[config.mk]
export PLATFORM = sky130hd
export DESIGN_NAME = serial_adder
export DESIGN_NICKNAME = d
export VERILOG_FILES = /design/src/rtl/serial_adder.sv
export SDC_FILE = /design/constraint.sdc
export NUM_CORES = 1
export LEC_CHECK = 0
export CAP_MARGIN = 10
export CORE_ASPECT_RATIO = 0.5
export CORE_MARGIN = 5
export CORE_UTILIZATION = 50
export CTS_CLUSTER_DIAMETER = 80
export CTS_CLUSTER_SIZE = 16
export DETAILED_ROUTE_END_ITERATION = 8
export DONT_BUFFER_PORTS = 1
export PLACE_DENSITY_LB_ADDON = 0.15
export SLEW_MARGIN = 20
export SYNTH_ARGS = -nofsm -noshare
export SYNTH_HDL_FRONTEND = slang
export SYNTH_SLANG_ARGS = --single-unit
[constraint.sdc]
create_clock -name clk -period 1.5 [get_ports clk]
set_clock_uncertainty 0.2 [all_clocks]
set_input_delay 0.225 -clock clk [delete_from_list [all_inputs] [get_ports clk]]
set_output_delay 0.225 -clock clk [all_outputs]
set_load 0.01 [all_outputs]
[src/rtl/serial_adder.sv]
// rtl/serial_adder.sv - bit-serial adder around one full_adder_top cell; SERIAL_ADDER_OVF_EN adds the ovf port
module full_adder_top (
  input  logic in1,
  input  logic in2,
  input  logic carry,
  output logic output_sum,
  output logic output_carry
);
  assign output_sum   = in1 ^ in2 ^ carry;
  assign output_carry = (in1 & in2) | (carry & (in1 ^ in2));
endmodule

module serial_adder #(
  parameter int WIDTH = 8
) (
  input  logic             clk,
  input  logic             rst_n,
  input  logic             start,
  input  logic [WIDTH-1:0] a,
  input  logic [WIDTH-1:0] b,
  input  logic             cin,
  output logic             busy,
  output logic             done,
  output logic [WIDTH-1:0] sum,
  output logic             cout
`ifdef SERIAL_ADDER_OVF_EN
  ,
  output logic             ovf
`endif
);
  localparam int CW = $clog2(WIDTH);

  localparam logic [1:0] S_IDLE = 2'd0;
  localparam logic [1:0] S_RUN  = 2'd1;
  localparam logic [1:0] S_DONE = 2'd2;

  logic [1:0]       state;
  logic [WIDTH-1:0] a_sh;
  logic [WIDTH-1:0] b_sh;
  logic [WIDTH-1:0] res_sh;
  logic [WIDTH-1:0] res_next;
  logic             carry_ff;
  logic [CW-1:0]    cnt;
  logic             bit_sum;
  logic             bit_carry;
  logic             last_bit;

  full_adder_top u_core (
    .in1          (a_sh[0]),
    .in2          (b_sh[0]),
    .carry        (carry_ff),
    .output_sum   (bit_sum),
    .output_carry (bit_carry)
  );

  // Result fills from the MSB end so after WIDTH shifts bit 0 lands at res_sh[0].
  assign res_next = {bit_sum, res_sh[WIDTH-1:1]};
  assign last_bit = (cnt == CW'(WIDTH - 1));
  assign busy     = (state == S_RUN);
  assign done     = (state == S_DONE);

  always_ff @(posedge clk) begin
    if (!rst_n) begin
      state    <= S_IDLE;
      a_sh     <= '0;
      b_sh     <= '0;
      res_sh   <= '0;
      carry_ff <= 1'b0;
      cnt      <= '0;
      sum      <= '0;
      cout     <= 1'b0;
`ifdef SERIAL_ADDER_OVF_EN
      ovf      <= 1'b0;
`endif
    end else begin
      case (state)
        S_IDLE, S_DONE: begin
          if (start) begin
            a_sh     <= a;
            b_sh     <= b;
            carry_ff <= cin;
            cnt      <= '0;
            state    <= S_RUN;
          end else begin
            state <= S_IDLE;
          end
        end
        S_RUN: begin
          res_sh   <= res_next;
          a_sh     <= a_sh >> 1;
          b_sh     <= b_sh >> 1;
          carry_ff <= bit_carry;
          if (last_bit) begin
            sum   <= res_next;
            cout  <= bit_carry;
`ifdef SERIAL_ADDER_OVF_EN
            // Signed overflow: carry into the MSB differs from carry out of it.
            ovf   <= carry_ff ^ bit_carry;
`endif
            state <= S_DONE;
          end else begin
            cnt <= cnt + CW'(1);
          end
        end
        default: state <= S_IDLE;
      endcase
    end
  end
endmodule

; Word level (Yosys, flattened, before mapping)
; Index checks and enable logic that the tools add are counted.
[word_totals]
ff_bits = 39
inputBits = 20
out_inout_bits = 11
[classes]
n_addsub = 1
eq_ne = 6
mux = 12
n_bitwise = 5
reduce_logical = 6
[op_table]
columns = op, n
row1 = one-hot mux 8 bit (2 select lines), 2
row2 = two-way mux 8 bit, 2
row3 = two-way mux 3 bit, 2
row4 = one-hot mux 3 bit (2 select lines), 1
row5 = != test 2 bit (second input constant), 2
row6 = one-hot mux 2 bit (2 select lines), 1
row7 = AND reduction 2 bit, 2
row8 = adder 3 x 1 -> 3 bit (second input constant), 1
row9 = equality test 3 bit (second input constant), 1
row10 = AND reduction 3 bit, 1
row11 = bitwise AND 1 bit, 2
row12 = equality test 2 x 1 -> 1 bit (second input constant), 1
row13 = equality test 2 bit (second input constant), 1
row14 = zero test 2 bit, 1
row15 = two-way mux 1 bit, 2
row16 = two-way mux 2 bit, 1
row17 = != test 2 x 1 -> 1 bit (second input constant), 1
row18 = one-hot mux 1 bit (2 select lines), 1
row19 = nonzero test 2 bit, 1
row20 = OR reduction 2 bit, 1
row21 = XOR 1 bit, 2
row22 = OR 1 bit, 1

; Longest topological paths before layout
; Gate-level depths: netlist of the first run.
[logic_depth]
depth_word = 4
mapped_depth = 5
mapped_depth_nobuf = 5

; Cells and area by module
; From an unflattened synthesis of the first run, not the netlist that was laid out.
[unflattened]
hier_cells = 187
area_unflattened_um2 = 1503.9
[by_module_without_submodules]
columns = mod, n_inst, cells_each, area_each_um2, seq_area_each_um2
row1 = serial_adder, 1, 186, 1483.9, 760.7
row2 = full_adder_top, 1, 1, 20.0, 0.0

; Least setup slack after synthesis of the first run
; OpenSTA, ideal clock, no wires.
[synth_timing]
path_kind = reg2reg
from = register cnt[0]
to = register cnt[0]
arrival_time_ns = 1.218
path_slack_ns = -0.033
stages_incl_launch_ff = 6
n_path_buf = 0
synth_period_minus_slack_ns = 1.533
path_cell_list = dfxtp_1 > ha_1 > ha_1 > nor3b_2 > nor3b_1 > o21a_1
[synth_between]
elab_chain_len = 3
[synth_rtl]
columns = element, line_no
row1 = from (decl), 43  ; logic [CW-1:0] cnt;
row2 = from (signal assigned), 102  ; cnt <= cnt + CW'(1);
row3 = adder 3 x 1 -> 3 bit or equality test 3 bit (tied branches), "102, 58"
row4 = two-way mux 3 bit or != test 2 bit (tied branches), --
row5 = one-hot mux 3 bit (2 select lines) or AND reduction 3 bit (tied branches), --
; Several ways; a longest one is shown, not always the timed one. The select of a mux whose other input is x is not followed.
; A chain may end at the register's enable or synchronous reset.

; Worst setup path after layout of the first run
[layout_timing]
from = register cnt[0]
to = register cnt[1]
; The elaborated chain is that of the path after synthesis.

==> results of run 1 <==
==> per-stage QoR <==
stage | setup TNS (ns) | hold slack (ns) | instance area [sq um] | std cells
after floorplan | 0 | 0.170 | 1570 | 187
after global placement | -0.0192 | 0.148 | 1660 | 224
after detailed placement | -0.115 | 0.153 | 1660 | 224
after CTS | -0.00234 | -0.151 | 1850 | 236
after global routing | -0.268 | 0.0287 | 2020 | 252
final | -0.0637 | 0.0238 | 2020 | 252
==> metal layers <==
layer,up-vias,GRT usage
met1,609,0.199
met4,0,0.0594
li1,682,-
met2,40,0.240
met3,5,0.0632
met5,-,0
==> cells in the final DEF, fill, tap and decap left out <==
master,count
sky130_fd_sc_hd__nand2_1,56
sky130_fd_sc_hd__dfxtp_1,35
sky130_fd_sc_hd__a21boi_0,17
sky130_fd_sc_hd__dlygate4sd3_1,17
sky130_fd_sc_hd__o21ai_0,15
sky130_fd_sc_hd__a31oi_1,15
sky130_fd_sc_hd__nand3_1,11
sky130_fd_sc_hd__buf_4,11
sky130_fd_sc_hd__clkbuf_8,8
sky130_fd_sc_hd__nand3b_1,3
sky130_fd_sc_hd__a21boi_1,3
sky130_fd_sc_hd__dfxtp_2,3
sky130_fd_sc_hd__buf_12,3
sky130_fd_sc_hd__o21a_1,2
sky130_fd_sc_hd__ha_4,2
sky130_fd_sc_hd__nand2b_4,1
sky130_fd_sc_hd__inv_4,1
sky130_fd_sc_hd__nor2b_1,1
sky130_fd_sc_hd__nor2b_2,1
sky130_fd_sc_hd__nor3b_4,1
sky130_fd_sc_hd__nand2b_1,1
sky130_fd_sc_hd__nand2_2,1
sky130_fd_sc_hd__and3_1,1
sky130_fd_sc_hd__nor3b_2,1
sky130_fd_sc_hd__nor3_1,1
sky130_fd_sc_hd__fa_1,1
==> repair_timing <==
item	CTS	global route
hold buffers	3	15
setup buffers	1	1
endpoints found under the setup margin	5	23
gates resized for setup	9	4
pin swaps	2	0
endpoints found under the hold margin	38	38
gates cloned	0	0
==> cell usage after synthesis, drive strengths merged <==
master / n / area [sq um]
nor3: 1 / 5.00
nor2b: 2 / 12.5
o21ai: 15 / 75.1
nand2: 57 / 214
ha: 2 / 25.0
o21a: 2 / 15.0
inv: 1 / 3.75
a31oi: 15 / 93.8
and3: 1 / 6.26
nand3b: 3 / 22.5
nand2b: 2 / 12.5
a21boi: 20 / 150
nand3: 11 / 55.1
nor3b: 2 / 20.0
fa: 1 / 20.0
clkbuf: 7 / 26.3
dfxtp: 38 / 761
buf: 7 / 40.0
==> where the power goes <==
part           internal, mW  switching [mW]  total (mW)  leakage, nW
sequential             1.06          0.0313        1.09        0.311
combinational         0.132           0.134       0.265        0.364
clock                 0.464           0.342       0.806       0.0575
total                  1.66           0.507        2.16        0.733
==> logic make-up after synthesis <==
kind of cell	Yosys count
simple gates	79
buf+inv	15
flops	38
fa+ha+maj	3
compound gates	52
==> sequential cells by signal, summed over array words and instances, names as in the netlist <==
| register | count |
|---|---|
| carry_ff | 1 |
| cout | 1 |
| state | 2 |
| b_sh | 8 |
| sum | 8 |
| a_sh | 8 |
| cnt | 3 |
| res_sh | 7 |
==> cell type report <==
class / instances / area (sq um) / share of cell area
multi-input cells: 134 / 776 / 0.384
repair buffers: 31 / 313 / 0.155
well taps: 40 / 50.0 / 0.0248
flip-flops and latches: 38 / 764 / 0.379
inverters: 1 / 6.26 / 0.00310
clock buffers: 8 / 110 / 0.0545
==> path summary, 6_finish.rpt <==
check             endpoint  startpoint  depth (start not counted)
setup / recovery    cnt[1]      cnt[0]                          6
hold / removal    state[0]       rst_n                          2
setup reg to reg    cnt[1]      cnt[0]                          6
hold reg to reg    a_sh[1]     a_sh[1]                          2
==> results.sh, run 1 <==
export IMPL_post_synthesis_register_bit_count=38
export IMPL_detail_route_vias_per_cell=5.30
export IMPL_synth_top_family_by_area="simple AND/OR/NAND/NOR gates"
export IMPL_violations_in_the_final_reports="setup timing"
export IMPL_critPathMaxFanout=5
export IMPL_dr_pass1_iters=4
export IMPL_core_area_sq_mm=0.00300
export IMPL_dieArea_sq_mm=0.00440
export IMPL_cts_root_buffer_cell="sky130_fd_sc_hd__clkbuf_8"
export IMPL_clock_sinks=38
export IMPL_synthMuxAreaShare=0
export IMPL_detail_route_antenna_nets=0
export IMPL_clock_fmax_mhz=653
export IMPL_syn_nets=210
export IMPL_required_time_at_the_worst_slack_endpoint_ns=1.52
export IMPL_post_synth_instance_area_sq_mm=0.00156
export IMPL_place_worst_setup_slack_ns=-0.0687
export IMPL_xor_and_xnor_area_share_after_synthesis=0
export IMPL_cts_max_path_buffers=2
export IMPL_antenna_found_initial=0
export IMPL_run_status="complete, but fails checks"
export IMPL_timing_critical_path_max_delay_family="flip-flops"
export IMPL_gr_usage_all_layers=0.157
export IMPL_antenna_diode_count=0
export IMPL_final_min_period_over_clock_period=1.02
export IMPL_relSlewSlack=0.818
export IMPL_final_core_utilization=0.674
export IMPL_postRouteWirelength_um=3230
export IMPL_drv_slew=0
export IMPL_synth_compound_gate_area_share=0.214
export IMPL_gr_total_overflow=0
export IMPL_max_cap_viol_count=0
export IMPL_timing_final_ws_setup_ns=-0.0302
export IMPL_count_of_h_tree_levels_built_during_cts=2
export IMPL_syn_inst=187
export IMPL_synth_simple_gate_area_frac=0.223
export IMPL_power_per_cell_area_mw_per_mm2=1070
export IMPL_leakage_nw=0.733
export IMPL_number_of_synthesis_warnings=0
export IMPL_cts_tree="yes"
export IMPL_top_signal_layer_used="met4"
export IMPL_worstPathArrival_ns=1.55
export IMPL_report_final_hold_viol_count=0
export IMPL_drive_gt1_frac=0.156
export IMPL_crit_type="register to register"
export IMPL_cts_clk_slew_worst_paths_ns=0.07
export IMPL_number_of_buffers_inserted_by_port_buffering=0
export IMPL_share_of_the_yosys_chip_area_belonging_to_registers=0.488
export IMPL_fillCellCount=267
export IMPL_timing_critical_path_buf_inv=1
export IMPL_worstSetupEndpointType="register"
export IMPL_drt_met1_wl_um=1500
export IMPL_min_period_ns=1.53
export IMPL_max_stage_delay_ns=0.34
export IMPL_timing_critical_path_cells="ha_4, ha_4, nor3b_4, buf_4, nand2_1, a21boi_1"
export IMPL_floorplan_initialDensity=0.520
export IMPL_wl_met3_um=232
export IMPL_place_gp_congestion=0.750
export IMPL_worst_path_max_delay_cell="sky130_fd_sc_hd__dfxtp_2"
export IMPL_synthesized_area_per_cell_sq_um=8.33
export IMPL_insertion_delay_ns=0.29
export IMPL_peakVddDrop_mv=0.676
export IMPL_setup_viol=3
export IMPL_max_slew_worst_pin_slew_ns=0.272
export IMPL_grt_setup_unrepaired="yes"
export IMPL_number_of_distinct_standard_cells_referenced_by_the_synthesized_netlist=21
export IMPL_detailroute_via_count=1336
export IMPL_grt_max_degree=39
export IMPL_global_route_wire_length_before_repair_um=5330
export IMPL_numCtsBuffers=5
export IMPL_drt_first_iter_violations=63
export IMPL_critical_path_startpoint_type="register"
export IMPL_residual_drc=0
export IMPL_power_mw=2.16
export IMPL_layout_nets=234
export IMPL_crit_path_top_cell_by_count="sky130_fd_sc_hd__ha_4"
export IMPL_x_dimension_of_the_die_um=88.9
export IMPL_hpwl_um=2010
export IMPL_wl_met2_um=1470
export IMPL_post_synthesis_adder_cell_area_fraction=0.0289
export IMPL_grt_pass1_vias=1183
export IMPL_ff2ff_setup_slack_ns=-0.03
export IMPL_routedWlPerCell_um=12.8
export IMPL_synthToLayoutAreaGrowth_pct=29.6
export IMPL_floorplan_rows=14
export IMPL_design_portCount=31
export IMPL_hold_class="primary input to register"
export IMPL_chipHeight_um=49.5
(Power assumes the default switching activity.)
==> run 2: changes to the inputs <==
CORE_MARGIN = 3   (was 5)
==> results.sh, run 2 (same netlist as run 1, synthesis figures left out) <==
export IMPL_antenna_found_initial=0
export IMPL_postRouteWirelength_um=3330
export IMPL_gr_usage_all_layers=0.180
export IMPL_power_combinational_fraction=0.108
export IMPL_clkPwrFrac=0.443
export IMPL_drv_slew=0
export IMPL_intPower_mw=1.90
export IMPL_violations_in_the_final_reports="setup timing"
export IMPL_setup_viol=2
export IMPL_cts_tree="yes"
export IMPL_number_of_buffers_inserted_by_port_buffering=0
export IMPL_grt_setup_unrepaired="yes"
export IMPL_hold_class="primary input to register"
export IMPL_power_switching_fraction=0.219
export IMPL_worstPathArrival_ns=1.54
export IMPL_clock_sinks=38
export IMPL_cts_max_path_buffers=2
export IMPL_antenna_diode_count=0
export IMPL_max_cap_viol_count=0
export IMPL_max_slew_worst_pin_slew_ns=0.264
export IMPL_insertion_delay_ns=0.29
export IMPL_place_gp_congestion=0.745
export IMPL_final_min_period_over_clock_period=1.01
export IMPL_report_final_hold_viol_count=0
export IMPL_drive_gt1_frac=0.150
export IMPL_critPathMaxFanout=5
export IMPL_crit_type="register to register"
export IMPL_finalSetupTns_ns=-0.0303
export IMPL_required_time_at_the_worst_slack_endpoint_ns=1.52
export IMPL_detail_route_antenna_nets=0
export IMPL_max_stage_delay_ns=0.34
export IMPL_numCtsBuffers=5
export IMPL_layout_nets=236
export IMPL_worst_path_max_delay_cell="sky130_fd_sc_hd__dfxtp_2"
export IMPL_largest_regs="a_sh x8, b_sh x8, sum x8"
export IMPL_seqPwrFrac=0.449
export IMPL_fin_hold_ws_ns=0.0249
export IMPL_synthToLayoutAreaGrowth_pct=31.0
export IMPL_timing_critical_path_buf_inv=1
export IMPL_floorplan_rows=13
export IMPL_timing_final_ws_setup_ns=-0.0185
export IMPL_power_switching_mw=0.533
export IMPL_timing_critical_path_cells="ha_4, ha_4, nor3b_4, buf_4, nand2_1, a21boi_1"
export IMPL_grt_max_degree=39
export IMPL_residual_drc=0
export IMPL_cts_root_buffer_cell="sky130_fd_sc_hd__clkbuf_8"
export IMPL_min_period_ns=1.52
export IMPL_power_per_cell_area_mw_per_mm2=1190
export IMPL_cts_clk_slew_worst_paths_ns=0.08
export IMPL_worstSetupEndpointType="register"
export IMPL_critical_path_startpoint_type="register"
export IMPL_routedWlPerCell_um=13.3
export IMPL_drt_first_iter_violations=57
export IMPL_core_area_sq_mm=0.00278
export IMPL_dr_pass1_iters=4
export IMPL_crit_path_top_cell_by_count="sky130_fd_sc_hd__ha_4"
export IMPL_peakVddDrop_mv=0.661
export IMPL_chipHeight_um=45.5
export IMPL_detail_route_vias_per_cell=5.38
export IMPL_leakage_nw=0.748
export IMPL_grt_pass1_vias=1228
export IMPL_count_of_h_tree_levels_built_during_cts=2
export IMPL_relSlewSlack=0.824
export IMPL_gr_total_overflow=0
export IMPL_hpwl_um=1970
export IMPL_detailroute_via_count=1351
export IMPL_clock_fmax_mhz=659
export IMPL_x_dimension_of_the_die_um=84.9
export IMPL_dieArea_sq_mm=0.00386
export IMPL_global_route_wire_length_before_repair_um=5310
export IMPL_mostFrequentLayoutCell="sky130_fd_sc_hd__nand2_1"
export IMPL_design_portCount=31
export IMPL_timing_critical_path_max_delay_family="flip-flops"
export IMPL_run_status="complete, but fails checks"
export IMPL_floorplan_initialDensity=0.560
export IMPL_layout_cells_most_common_list="sky130_fd_sc_hd__nand2_1, sky130_fd_sc_hd__dfxtp_1, sky130_fd_sc_hd__dlygate4sd3_1"
==> run 2: cell count changes in the layout (fill, tap and decap cells not counted), sizes merged <==
cell / delta
buf: +2
clkbuf: -2
bufinv: +2
==> run 2: layout make-up <==
type,instances,area (sq um)
Tap cell,37,46.3
Fill cell,225,741
Clock buffer,6,82.6
Inverter,1,6.26
Sequential cell,38,764
Multi-Input combinational cell,134,766
Clock inverter,2,60.1
Timing Repair Buffer,33,315
==> run 2: what timing repair did <==
| action | in CTS | in global routing |
|---|---|---|
| resized for setup | 8 | 5 |
| hold endpoints to repair | 38 | 38 |
| pin swaps | 1 | 2 |
| hold buffers | 4 | 14 |
| setup endpoints to repair | 5 | 10 |
| gates cloned | 0 | 0 |
| setup buffers | 3 | 0 |
==> run 2: routing by layer <==
metal	track usage	vias up	wire length (um)
li1	-	691	-
met1	0.208	621	1550
met2	0.319	34	1570
met3	0.0632	5	184
met4	0.0662	0	29
met5	0	-	0
==> run 2: worst paths after layout <==
kind	startpoint	to	slack (ns)	depth (start not counted)
setup reg to reg	cnt[1]	cnt[1]	-0.02	6
setup / recovery	cnt[1]	cnt[1]	-0.02	6
hold reg to reg	b_sh[4]	b_sh[4]	0.27	2
hold / removal	rst_n	cnt[0]	0.02	2
==> run 2: power groups by stage <==
stage	Combinational (mW)	Sequential (mW)	Clock, mW
floorplan	0.158	1.11	0
global placement	0.193	1.11	0
detailed placement	0.197	1.11	0
CTS	0.215	1.09	1.09
global route	0.292	1.10	1.13
finish	0.264	1.09	1.08
==> run 2: per-stage QoR <==
step	std cells	power, mW	util	cell area (sq um)	worst slack (ns)
floorplan	187	1.26	-	1570	0.0101
global placement	222	1.30	0.593	1650	-0.0221
detailed placement	222	1.31	0.593	1650	-0.115
CTS	237	2.40	0.677	1880	-0.0220
global route	251	2.52	0.734	2040	-0.132
finish	251	2.43	0.734	2040	-0.0185
==> patch 1 (config.mk and constraints of run 1) <==
Set the parameter `WIDTH` to 16 (it was 8).
--- a/src/rtl/serial_adder.sv
+++ b/src/rtl/serial_adder.sv
@@ -13,3 +13,3 @@
 module serial_adder #(
-  parameter int WIDTH = 8
+  parameter int WIDTH = 16
 ) (
Ports: changed (resized a, b and sum); port bits go from 31 to 55. The function was not compared with the original's and may differ.
==> patch 1 against run 1 <==
- worst setup slack improved by 0.047 ns
- design area rose by 79%
- combinational power rose by 95%
- count of clock-buffer cells in the layout rose by 5
- area after synthesis rose by 80%
- sequential cell count rose by 33
- power rose by 97%
- wire length rose by 100%
- critical path type is now reg -> out
==> patch 1: results (changes against run 1) <==
[critical_path]
cpPeakStageDelay_ns=0.33
cp_max_fo=6  ; was 5
slowest_stage=dfxtp_2  ; unchanged
crit_arrival_ns=1.06  ; was 1.55 ns

[clock_network]
cts_root_buffer=clkbuf_8  ; unchanged
numCtsBuffers=9  ; was 5
clk_path_buf_depth=2  ; unchanged
post_cts_buffers=1  ; unchanged
clkTransAtPathRegs_ns=0.07  ; about the same
cts_resized=9  ; unchanged
cts_hold_buf=36  ; was 3
htreeDepth=3  ; was 2
insertion_delay_ns=0.35  ; was 0.29 ns

[synth]
ys_seq_area_share_pct=50.74  ; was 48.84%
ys_top_cells_by_count=97 x nand2_1, 71 x dfxtp_1, 31 x a311oi_1, 31 x nor2_1, 21 x a21oi_1  ; was 57 x nand2_1, 38 x dfxtp_1, 19 x a21boi_0
synth_ff_type=dfxtp_1  ; unchanged
synthCells=324  ; was 187
synth_nets=362  ; was 210
async_flop_share_pct=0  ; unchanged
synth_warnings=0  ; unchanged
synth_cell_types=34  ; was 21
synthTopCellsByArea=dfxtp_1 51%, nand2_1 13%, a311oi_1 9.7%  ; was dfxtp_1 49%, nand2_1 14%, a21boi_0 9.2%

[sta]
slew_headroom_pct=68.00  ; was 81.85%
final-max-slew-violation-count=0  ; unchanged

[global_route]
grt_max_degree=38  ; was 39
antenna_found_initial=0  ; unchanged
grtUsageTotal_pct=18.60  ; was 15.75%
grt_pass1_vias=2291  ; was 1183
grt_pass1_wl_um=10680  ; was 5326 um

[power]
leakagePower_nw=1.362  ; was 0.7330 nW
vdd_drop_max_mv=0.8497  ; was 0.6756 mV

[placed_design]
gp_congestion=0.8799  ; was 0.7504
place_ws_ns=-0.02360  ; was -0.06872 ns
placed_cells=383  ; was 224
dpl-instance-area_mm2=0.002861  ; was 0.001658 mm2
io_buffers=0  ; unchanged
dp_hpwl_um=3806  ; was 2011 um

[drt]
wirelength_um=6588  ; was 3234 um
dr.pass1.iters=4  ; unchanged
wl_per_cell_um=14.90  ; was 12.83 um
drc=0  ; unchanged
first_iter_violations=146  ; was 63
num_vias=2414  ; was 1336

[finish]
n_antenna_cell=0  ; unchanged
nets=402  ; was 234
reg_top3=a_sh x16, b_sh x16, sum x16  ; was a_sh x8, b_sh x8, sum x8
drive_gt1_share_pct=13.01  ; was 15.57%

[min_path]
hp-class=in -> reg  ; unchanged

[status]
run_status=completed  ; was finished, violations left

[patch 1: cell count changes after synthesis, sizes merged, moves of 13 or more]
cell / run 1 / this run
a21oi: 0 / 21
a311oi: 0 / 31
nand2: 57 / 97
nor2: 0 / 31
a22o: 0 / 16
a21boi: 20 / 0
dfxtp: 38 / 71
buf: 7 / 22
o21ai: 15 / 2
a31oi: 15 / 1
[patch 1: routing by layer]
layer,vias up,wire length (um),track usage (%)
met5,-,0,0
met4,0,122,8.104
met3,12,388,7.640
met2,64,3077,28.80
li1,1207,-,-
met1,1131,3000,22.68
[patch 1: area by class of cell]
cell class / instances / area (um2)
tap: 73 / 91.34
fill: 449 / 1833
clock buffer: 13 / 158.9
timing repair buffer: 56 / 615.6
multi-input combinational: 223 / 1236
inverter: 3 / 18.77
clock inverter: 3 / 65.06
sequential: 71 / 1425
[patch 1: kinds of logic after synthesis]
kind of cell / synth area share, %
flip-flops: 50.74
adder cells (fa/ha/maj): 1.161
AO/OA/AOI/OAI: 21.21
AND/OR/NAND/NOR: 20.81
buffers and inverters: 6.074
[patch 1: critical path: cells and delay by family (launching register included)]
family / cells / cell delay, ns
flops: 1 / 0.33
buf+inv: 2 / 0.20
simple gates: 1 / 0.18
[patch 1: final timing paths]
| kind | start | end | slack, ns | cells after the start |
|---|---|---|---|---|
| worst max-delay path | state[1] | busy | 0.02 | 3 |
| worst min-delay path | rst_n | res_sh[15] | 0.06 | 3 |
| worst max register to register | state[1] | sum[1] | 0.02 | 4 |
| worst min register to register | res_sh[7] | res_sh[6] | 0.26 | 2 |
[patch 1: power breakdown]
group	switching (mW)	leakage, nW	total (mW)	internal [mW]
clock network	0.684	0.114	1.71	1.03
logic	0.271	0.668	0.516	0.245
registers	0.0538	0.581	2.03	1.98
total	1.01	1.36	4.26	3.25
==> patch 2 (settings of run 1) <==
Without the edit above. Register the input `a` before use, cleared by the reset. The logic sees it one clock later. The other inputs are not delayed to match.
--- a/src/rtl/serial_adder.sv
+++ b/src/rtl/serial_adder.sv
@@ -35,2 +35,12 @@
   localparam logic [1:0] S_DONE = 2'd2;
+
+  logic [WIDTH-1:0] a_q;
+
+  always_ff @(posedge clk) begin
+    if (!rst_n) begin
+      a_q <= '0;
+    end else begin
+      a_q <= a;
+    end
+  end
 
@@ -78,3 +88,3 @@
           if (start) begin
-            a_sh     <= a;
+            a_sh     <= a_q;
             b_sh     <= b;
Formal check against the unedited RTL: not equivalent (Yosys sat finds a counterexample within 10 cycles, from zero or initial values and one cycle with rst_n low).
==> patch 2 against run 1 <==
- the run still ends with setup timing left
- area after synthesis increased by 10%
- fmax up 1.2%
- sequential power rose by 21%
- final cell count increased by 8.3%
- global-route usage is 0.44 points higher
- wire length grew 9.9%
- first-iteration DRC count down 13%
- worst setup slack improved by 0.018 ns
- design area grew 8.4%
- sequential share of layout area is 4.4 points higher
- sequential cell count grew 8
- power is 7.7% higher
- critical path type unchanged
- largest cell class is now registers
- highest routed layer unchanged
==> patch 2: results (changes against run 1) <==
[status]
run_status=finished, violations left  ; unchanged
violations=setup timing  ; unchanged

[global_route]
grt_pass1_wl_um=5954  ; was 5326 um
grt_pass1_vias=1353  ; was 1183
grt_max_degree=41  ; was 39
grtUsageTotal_pct=16.19  ; was 15.75%

[power]
vdd_drop_max_mv=0.5709  ; was 0.6756 mV
leakagePower_nw=0.8094  ; was 0.7330 nW

[synth]
synth_cell_types=23  ; was 21
synthTopCellsByArea=dfxtp_1 54%, nand2_1 12%, a21oi_1 5.8%  ; was dfxtp_1 49%, nand2_1 14%, a21boi_0 9.2%
ys_top_cells_by_count=57 x nand2_1, 46 x dfxtp_1, 20 x a21oi_1  ; was 57 x nand2_1, 38 x dfxtp_1, 19 x a21boi_0
synth_ff_type=dfxtp_1  ; unchanged
synthCells=204  ; was 187
synth_warnings=0  ; unchanged
synth_nets=227  ; was 210
ys_seq_area_share_pct=53.61  ; was 48.84%

[placed_design]
placed_cells=244  ; was 224
dp_hpwl_um=2029  ; was 2011 um
place_ws_ns=-0.05510  ; was -0.06872 ns
gp_congestion=0.7130  ; was 0.7504

[drt]
first_iter_violations=55  ; was 63
dr.pass1.iters=4  ; unchanged
wirelength_um=3553  ; was 3234 um
wl_per_cell_um=13.01  ; was 12.83 um
drt-vias-per-instance=5.297  ; was 5.302

[sta]
worst_slew_pin_slew_ns=0.5506  ; was 0.2720 ns
layout_setup_ws_ns=-0.01192  ; was -0.03024 ns
finalSetupViolations=4  ; was 3

[clock_network]
clk_path_buf_depth=2  ; unchanged
htreeDepth=2  ; unchanged
insertion_delay_ns=0.29  ; about the same

[finish]
drive_gt1_share_pct=15.58  ; was 15.57%
nets=253  ; was 234

[critical_path]
crit_arrival_ns=1.49  ; was 1.55 ns

==> patch 2: worst paths after layout <==
path                             start       end  slack, ns  depth (start not counted)
worst max-delay path            cnt[0]  state[1]      -0.01                          7
worst min-delay path             rst_n  state[0]      0.007                          2
worst max register to register  cnt[0]  state[1]      -0.01                          7
worst min register to register  a_q[7]   a_sh[7]       0.24                          2
==> patch 2: what timing repair did <==
| action | CTS | global route |
|---|---|---|
| pin swaps | 5 | 8 |
| gates resized for setup | 10 | 8 |
| cloned | 1 | 0 |
| hold buffers | 18 | 0 |
| setup endpoints to repair | 13 | 25 |
| endpoints found under the hold margin | 25 | 0 |
| buffers inserted | 2 | 0 |
==> patch 2: through the flow <==
| step | area, um2 | TNS [ns] | total power [mW] | util, % |
|---|---|---|---|---|
| 2_1_floorplan | 1740 | 0 | 1.494 | - |
| 3_3_place_gp | 1837 | 0 | 1.544 | 54.37 |
| 3_5_place_dp | 1837 | -0.07814 | 1.548 | 54.37 |
| 4_1_cts | 2161 | 0 | 2.345 | 63.96 |
| 5_1_grt | 2188 | -0.6134 | 2.457 | 64.78 |
| 6_report | 2188 | -0.02937 | 2.332 | 64.78 |
==> patch 2: layout make-up <==
cell class / instances / area [um2]
well taps: 42 / 52.55
repair buffers: 33 / 335.3
multi-input cells: 142 / 774.5
flip-flops and latches: 46 / 924.6
clock inverters: 1 / 5.005
fillers: 290 / 1190
clock buffers: 7 / 86.33
inverters: 2 / 10.01
==> patch 2: logic make-up after synthesis <==
kind of cell    count (synthesis)  synth area share (%)
simple gates                   88                 23.09
compound gates                 51                 16.17
flops                          46                 53.61
buf+inv                        16                 4.515
fa+ha+maj                       3                 2.622
==> patch 2: power breakdown <==
group	switching [mW]	internal (mW)
clock network	0.383	0.372
registers	0.0326	1.28
logic	0.136	0.126
==> patch 2: routing by layer <==
layer / vias up / wire length (um) / track usage, %
li1: 739 / - / -
met1: 671 / 1611 / 17.81
met2: 32 / 1672 / 28.01
met3: 4 / 223 / 7.059
met4: 0 / 45 / 6.083
met5: - / 0 / 0
==> patch 2: worst max-delay path: stages, from the launching register on <==
cell and delay, ns:
dfxtp_2 0.34, ha_4 0.16, ha_4 0.17, buf_6 0.11
nand3b_1 0.14, buf_6 0.15, buf_4 0.11, nor2_4 0.03
